## src/rtl/bist_sequencer_pkg.sv

```systemverilog
// Shared definitions for the BIST sequencer slice.
//   bist_state_e : sequencer FSM states (3-bit encoding kept from the original defines)
//   BIST_NCLOCK_DEFAULT : default number of running cycles per round
//   width_of()   : counter width able to hold 0..maxval, never below 1 bit
package bist_sequencer_pkg;

  typedef enum logic [2:0] {
    ST_IDLE   = 3'd0,
    ST_INIT   = 3'd1,
    ST_RUN    = 3'd2,
    ST_FINISH = 3'd3,
    ST_DONE   = 3'd4
  } bist_state_e;

  localparam int unsigned BIST_NCLOCK_DEFAULT = 650;

  function automatic int unsigned width_of(input int unsigned maxval);
    return (maxval < 2) ? 1 : $clog2(maxval + 1);
  endfunction

endpackage

```

## src/rtl/bist_sequencer_toggle_gen.sv

```systemverilog
// Divided toggle stimulus for the circuit under test.
//   clk     : system clock, rising edge
//   reset_n : asynchronous active-low reset
//   en      : high for every cycle the sequencer will be in RUN next
//   clr     : high when the sequencer enters INIT (restarts the divider)
//   toggle  : registered stimulus, inverts every TOGGLE_DIV enabled cycles, 0 when not enabled
module bist_toggle_gen #(
  parameter int unsigned TOGGLE_DIV = 1
) (
  input  logic clk,
  input  logic reset_n,
  input  logic en,
  input  logic clr,
  output logic toggle
);

  localparam int unsigned DW = (TOGGLE_DIV > 1) ? $clog2(TOGGLE_DIV) : 1;

  logic [DW-1:0] div_cnt;
  logic          wrap;

  assign wrap = (div_cnt == DW'(TOGGLE_DIV - 1));

  // en/clr are next-state qualifiers, so the flop lands on the value that
  // belongs to the cycle being entered; the first RUN cycle already shows
  // the inversion owed to cycle_cnt==TOGGLE_DIV-1 when TOGGLE_DIV is 1.
  always_ff @(posedge clk or negedge reset_n) begin
    if (!reset_n) begin
      div_cnt <= '0;
      toggle  <= 1'b0;
    end else if (clr) begin
      div_cnt <= '0;
      toggle  <= 1'b0;
    end else if (en) begin
      if (wrap) begin
        div_cnt <= '0;
        toggle  <= ~toggle;
      end else begin
        div_cnt <= div_cnt + DW'(1);
      end
    end else begin
      toggle <= 1'b0;
    end
  end

endmodule

```

## src/rtl/bist_sequencer.sv

```systemverilog
// BIST sequencer: runs N_ROUNDS rounds of NCLOCK running cycles per start,
// with abort, round/cycle status and a held completion flag.
//   clk       : system clock, rising edge
//   reset_n   : asynchronous active-low reset
//   start     : run request, honoured in IDLE and DONE (level sensitive)
//   abort     : synchronous abort, honoured in INIT and RUN
//   init      : one-cycle pulse at the start of every round
//   running   : high for the NCLOCK cycles of each round
//   toggle    : divided stimulus, low outside RUN
//   finish    : one-cycle pulse at the end of a sequence
//   bist_end  : held high in DONE
//   aborted   : held with bist_end when the sequence ended via abort
//   round_idx : current round, holds last value after completion
//   cycle_cnt : running cycles elapsed in the current round
module bist_sequencer
  import bist_sequencer_pkg::*;
#(
  parameter  int unsigned NCLOCK     = BIST_NCLOCK_DEFAULT,
  parameter  int unsigned N_ROUNDS   = 1,
  parameter  int unsigned TOGGLE_DIV = 1,
  localparam int unsigned CNT_W      = width_of(NCLOCK),
  localparam int unsigned RND_W      = width_of(N_ROUNDS)
) (
  input  logic             clk,
  input  logic             reset_n,
  input  logic             start,
  input  logic             abort,
  output logic             init,
  output logic             running,
  output logic             toggle,
  output logic             finish,
  output logic             bist_end,
  output logic             aborted,
  output logic [RND_W-1:0] round_idx,
  output logic [CNT_W-1:0] cycle_cnt
);

  bist_state_e      state_q, state_d;
  logic [RND_W-1:0] rnd_d;
  logic [CNT_W-1:0] cnt_d;
  logic             ab_q, ab_d;
  logic             last_cycle, last_round;

  assign last_cycle = (cycle_cnt == CNT_W'(NCLOCK - 1));
  assign last_round = (round_idx == RND_W'(N_ROUNDS - 1));

  always_comb begin
    state_d = state_q;
    rnd_d   = round_idx;
    cnt_d   = cycle_cnt;
    ab_d    = ab_q;
    unique case (state_q)
      ST_IDLE, ST_DONE: begin
        if (start) begin
          state_d = ST_INIT;
          rnd_d   = '0;
          cnt_d   = '0;
          ab_d    = 1'b0;
        end
      end
      ST_INIT: begin
        if (abort) begin
          state_d = ST_FINISH;
          ab_d    = 1'b1;
        end else begin
          state_d = ST_RUN;
          cnt_d   = '0;
        end
      end
      ST_RUN: begin
        if (abort) begin
          state_d = ST_FINISH;
          ab_d    = 1'b1;
        end else if (last_cycle) begin
          if (last_round) begin
            state_d = ST_FINISH;
          end else begin
            state_d = ST_INIT;
            rnd_d   = round_idx + RND_W'(1);
            cnt_d   = '0;
          end
        end else begin
          cnt_d = cycle_cnt + CNT_W'(1);
        end
      end
      ST_FINISH: state_d = ST_DONE;
      default:   state_d = ST_IDLE;
    endcase
  end

  // Outputs are registered from the next state so each one is a flop that
  // lines up with the state it describes.
  always_ff @(posedge clk or negedge reset_n) begin
    if (!reset_n) begin
      state_q   <= ST_IDLE;
      ab_q      <= 1'b0;
      round_idx <= '0;
      cycle_cnt <= '0;
      init      <= 1'b0;
      running   <= 1'b0;
      finish    <= 1'b0;
      bist_end  <= 1'b0;
      aborted   <= 1'b0;
    end else begin
      state_q   <= state_d;
      ab_q      <= ab_d;
      round_idx <= rnd_d;
      cycle_cnt <= cnt_d;
      init      <= (state_d == ST_INIT);
      running   <= (state_d == ST_RUN);
      finish    <= (state_d == ST_FINISH);
      bist_end  <= (state_d == ST_DONE);
      aborted   <= (state_d == ST_DONE) && ab_d;
    end
  end

  bist_toggle_gen #(
    .TOGGLE_DIV(TOGGLE_DIV)
  ) u_toggle (
    .clk    (clk),
    .reset_n(reset_n),
    .en     (state_d == ST_RUN),
    .clr    (state_d == ST_INIT),
    .toggle (toggle)
  );

endmodule
```

## config.mk

```make
export PLATFORM = sky130hd
export DESIGN_NAME = bist_sequencer
export DESIGN_NICKNAME = d
export VERILOG_FILES = /design/src/rtl/bist_sequencer_pkg.sv /design/src/rtl/bist_sequencer_toggle_gen.sv /design/src/rtl/bist_sequencer.sv
export SDC_FILE = /design/constraint.sdc
export NUM_CORES = 1
export LEC_CHECK = 0
export CAP_MARGIN = 20
export CORE_MARGIN = 2
export CORE_UTILIZATION = 46
export CTS_BUF_LIST = sky130_fd_sc_hd__clkbuf_2 sky130_fd_sc_hd__clkbuf_4 sky130_fd_sc_hd__clkbuf_8
export CTS_CLUSTER_SIZE = 14
export DETAILED_ROUTE_END_ITERATION = 10
export PLACE_DENSITY = 0.76
export SLEW_MARGIN = 0
export SYNTH_ARGS = -nofsm -noshare
export SYNTH_HDL_FRONTEND = slang
export SYNTH_HIERARCHICAL = 1
export SYNTH_SLANG_ARGS = --single-unit
```

## constraint.sdc

```tcl
create_clock -name clk -period 1.8 [get_ports clk]
set_clock_uncertainty 0.15 [all_clocks]
set_input_delay 0.36 -clock clk [delete_from_list [all_inputs] [get_ports clk]]
set_output_delay 0.36 -clock clk [all_outputs]
set_load 0.005 [all_outputs]
```

==> metrics.md <==
| Metric | Value |
|---|---|
| Status | `complete, but fails checks` |
| Failing checks | `negative setup slack` |
| Largest stage delay, worst path | `420 ps` |
| Area delta synth->final | `64.7%` |
| Initial antenna violation count | `0` |
| Nets@finish | `151` |
| Placed insts | `about 160` |
| Largest cells by area after synthesis | `dfrtp_1, a31oi_1, o21ai_0, ha_1, nand3_1` |
| Via density | `6.05` |
| Global Route Usage Sum | `21.7%` |
| Count of cell types in the netlist | `37` |
| Register area share after synthesis | `50.8%` |
| CTS tree | `yes` |
| Post-Syn Area | `986 um2` |
| Die footprint | `0.00253 mm2` |
| Chip width | `just over 50 um` |
| Ant diodes | `0` |
| Reg-to-reg slack, setup | `-100 ps` |
| Final std cells w/o fill | `171` |
| Final WL | `about 3100 um` |
| Post-Synthesis Cells | `95` |
| Worst skew pair latency | `310 ps` |
| Largest net degree at the start of global routing | `21` |
| Maximum buffer depth of the clock tree | `2` |
| Reg-to-reg startpoint | `state_q[0]$_DFF_PN0_` |
| Tcrit/Tclk final | `105%` |
| Clk sinks | `20` |
| Layout cell share with drive strength beyond 1 | `40.3%` |
| Critical path launch point type | `register` |
| Final setup violation count | `4` |
| Worst hold path class | `in2async` |
| CP Data Required Time | `1840 ps` |
| Reg-to-Reg End | `cycle_cnt[5]$_DFFE_PN0P_` |
| Hold Vio Cnt, Final | `0` |
| Post-DP HPWL | `1660 um` |
| Grt total ovfl | `0` |
| WP data arrival | `1930 ps` |
| Routed Antenna Nets | `0` |
| Rows | `16` |
| Total CTS buffers | `3` |
| Via count | `1034` |
| DRT iter0 DRCs | `38` |
| Register Area | `502 um2` |
| Fin. max-slew vios | `0` |
| Final Critical Period | `1900 ps` |
| Root Driver | `clkbuf_4` |
| Vias in the first global route | `920` |
| Htree depth | `1` |
| PortBufs | `19` |
| Starting density of the core | `49.7%` |
| CP max FO | `6` |
| Syn Area/Cell | `10.4 um2` |
| Core area | `just under 0.002 mm2` |
| Die height | `50.3 um` |
| Mapped Nets | `101` |
| Layout fillers | `102` |
| Placement Setup Slack | `-176 ps` |
| P per Cell Area | `1280 mW/mm2` |
| Wire per inst | `17.8 um` |
| First-pass GRT wire length | `4090 um` |
| Worst Slack Setup Final | `-97.9 ps` |
| Gpl congestion | `0.878` |
| MaxCap Viol Count | `0` |
| VDD IR max | `0.00115 V` |
| Synthesis Warnings | `6` |
| CP cell instances | `buf_4 > nor3b_1 > o21ba_4 > o21ai_0 > o311ai_1` |
| Area share of the largest cell type after synthesis | `50.8%` |
| Slowest cell on crit path | `dfrtp_1` |
| Setup TNS | `-183 ps` |
| Worst Setup EP | `cycle_cnt[5]$_DFFE_PN0P_` |
| # IOs | `21` |
| CP endpoint kind | `register` |
| First drt pass iteration count | `4` |
| Worst-path clk slew | `120 ps` |
| RSZ-0062 raised after global routing | `yes` |
| Yosys reg bits | `20` |
| R2R cell count | `5` |
| Leak Pwr | `0.795 nW` |
| CP startpoint | `state_q[0]$_DFF_PN0_` |
| Multi-input logic area | `slightly below 600 um2` |
| # DRC | `0` |
| Crit Path Category | `reg2reg` |
| Post-synth top area cell | `dfrtp_1` |
| Fmax | `0.527 GHz` |
## layer usage
metal / share of wire (%) / global-route usage (%) / vias up / wire length, um
met5: 0 / 0 / - / 0
met4: 3.0 / 10.8 / 0 / 92
met3: 5.8 / 2.68 / 8 / 178
met2: 51 / 36.4 / 56 / 1560
met1: 40 / 27.6 / 521 / 1220
li1: - / - / 449 / -
## through the flow
| stage | hold slack (ps) | utilization (%) | total power [mW] | instance area [um2] |
|---|---|---|---|---|
| 3_3_place_gp | 283 | 68.4 | 1.43 | 1360 |
| 5_1_grt | 263 | 81.9 | 2.19 | 1620 |
| 2_1_floorplan | -85.6 | - | 1.07 | 996 |
| 6_report | 230 | 81.9 | 2.09 | 1620 |
| 4_1_cts | 231 | 74.4 | 1.89 | 1470 |
| 3_5_place_dp | 297 | 68.4 | 1.46 | 1360 |
## Yosys cell counts (all sizes together)
| master | instances |
|---|---|
| or4b | 1 |
| o31a | 1 |
| nand3 | 5 |
| and3 | 3 |
| inv | 2 |
| o21ai | 9 |
| ha | 2 |
| or3b | 2 |
| buf | 2 |
| conb | 1 |
| o31ai | 2 |
| or2 | 3 |
| xnor2 | 1 |
| nand2b | 1 |
| a21o | 1 |
| o311ai | 1 |
| clkbuf | 1 |
| o22ai | 1 |
| a21oi | 2 |
| and2 | 1 |
| o21ba | 1 |
| nand2 | 4 |
| a31oi | 8 |
| nor3b | 3 |
| nand4bb | 1 |
| nand4 | 3 |
| nor3 | 2 |
| or2b | 1 |
| nor2 | 7 |
| a41oi | 1 |
| dfrtp | 20 |
| nand3b | 1 |
| nor4 | 1 |
## worst max-delay path: cells and delay by family, from the launching register on
kind	cells	cell delay, ps
buf+inv	1	170
simple gates	1	380
compound gates	3	650
flops	1	420
## cell usage in the layout (no fill, tap or decap), types with 3 or more instances in the layout
cell,n
buf_4,20
dfrtp_1,19
clkdlybuf4s50_1,9
buf_6,9
dlygate4sd2_1,7
nor2_1,6
o21ai_1,5
nand2_1,4
nand3_1,4
a31oi_4,4
a31oi_1,4
or2_2,3
nand4_1,3
clkbuf_4,3
dlymetal6s2s_1,3
## state kept, by name, indices dropped and copies added (netlist names)
register	count
cycle_cnt	10
state_q	3
ab_q	1
aborted	1
bist_end	1
finish	1
init	1
running	1
u_toggle/toggle	1
## how the worst min path moves through the flow
stage / startpoint / end / slack [ps] / cells after the start
CTS: reset_n / state_q[2]$_DFF_PN0_ / 230 / 2
detailed placement: u_toggle/toggle$_DFF_PN0_ / u_toggle/toggle$_DFF_PN0_ / 300 / 1
floorplan: reset_n / ab_q$_DFF_PN0_ / -90 / 0
global route: reset_n / bist_end$_DFF_PN0_ / 260 / 2
global placement: u_toggle/toggle$_DFF_PN0_ / u_toggle/toggle$_DFF_PN0_ / 280 / 1
finish: reset_n / state_q[1]$_DFF_PN0_ / 230 / 2
## layout make-up
class	count	share of cell area (%)
Sequential cell	20	30.9
Tap cell	27	2.08
Clock inverter	1	1.85
Inverter	2	0.462
Clock buffer	3	1.39
Multi-Input combinational cell	70	36.2
Timing Repair Buffer	48	27.1
## logic make-up after synthesis
kind of cell               after synthesis  synth area share [%]
and+or+nand+nor                         39                  25.6
AOI/OAI and AO/OA                       27                  17.4
DFF                                     20                  50.8
buffers and inverters                    5                  2.41
adders and majority gates                2                  2.54
xor gates and xnor gates                 1                 0.888
other                                    1                 0.380
## power breakdown
group	switching, mW	total (mW)	internal, mW
Clock	0.147	0.372	0.225
Combinational	0.576	1.10	0.523
Sequential	0.0549	0.616	0.561
Total	0.777	2.09	1.31
## what timing repair did
action / CTS / global route
buffers inserted: 5 / 3
cloned: 0 / 0
hold buffers: 0 / 0
pin swaps: 6 / 6
endpoints found under the setup margin: 18 / 15
resized for setup: 16 / 27
(Power assumes the default switching activity.)
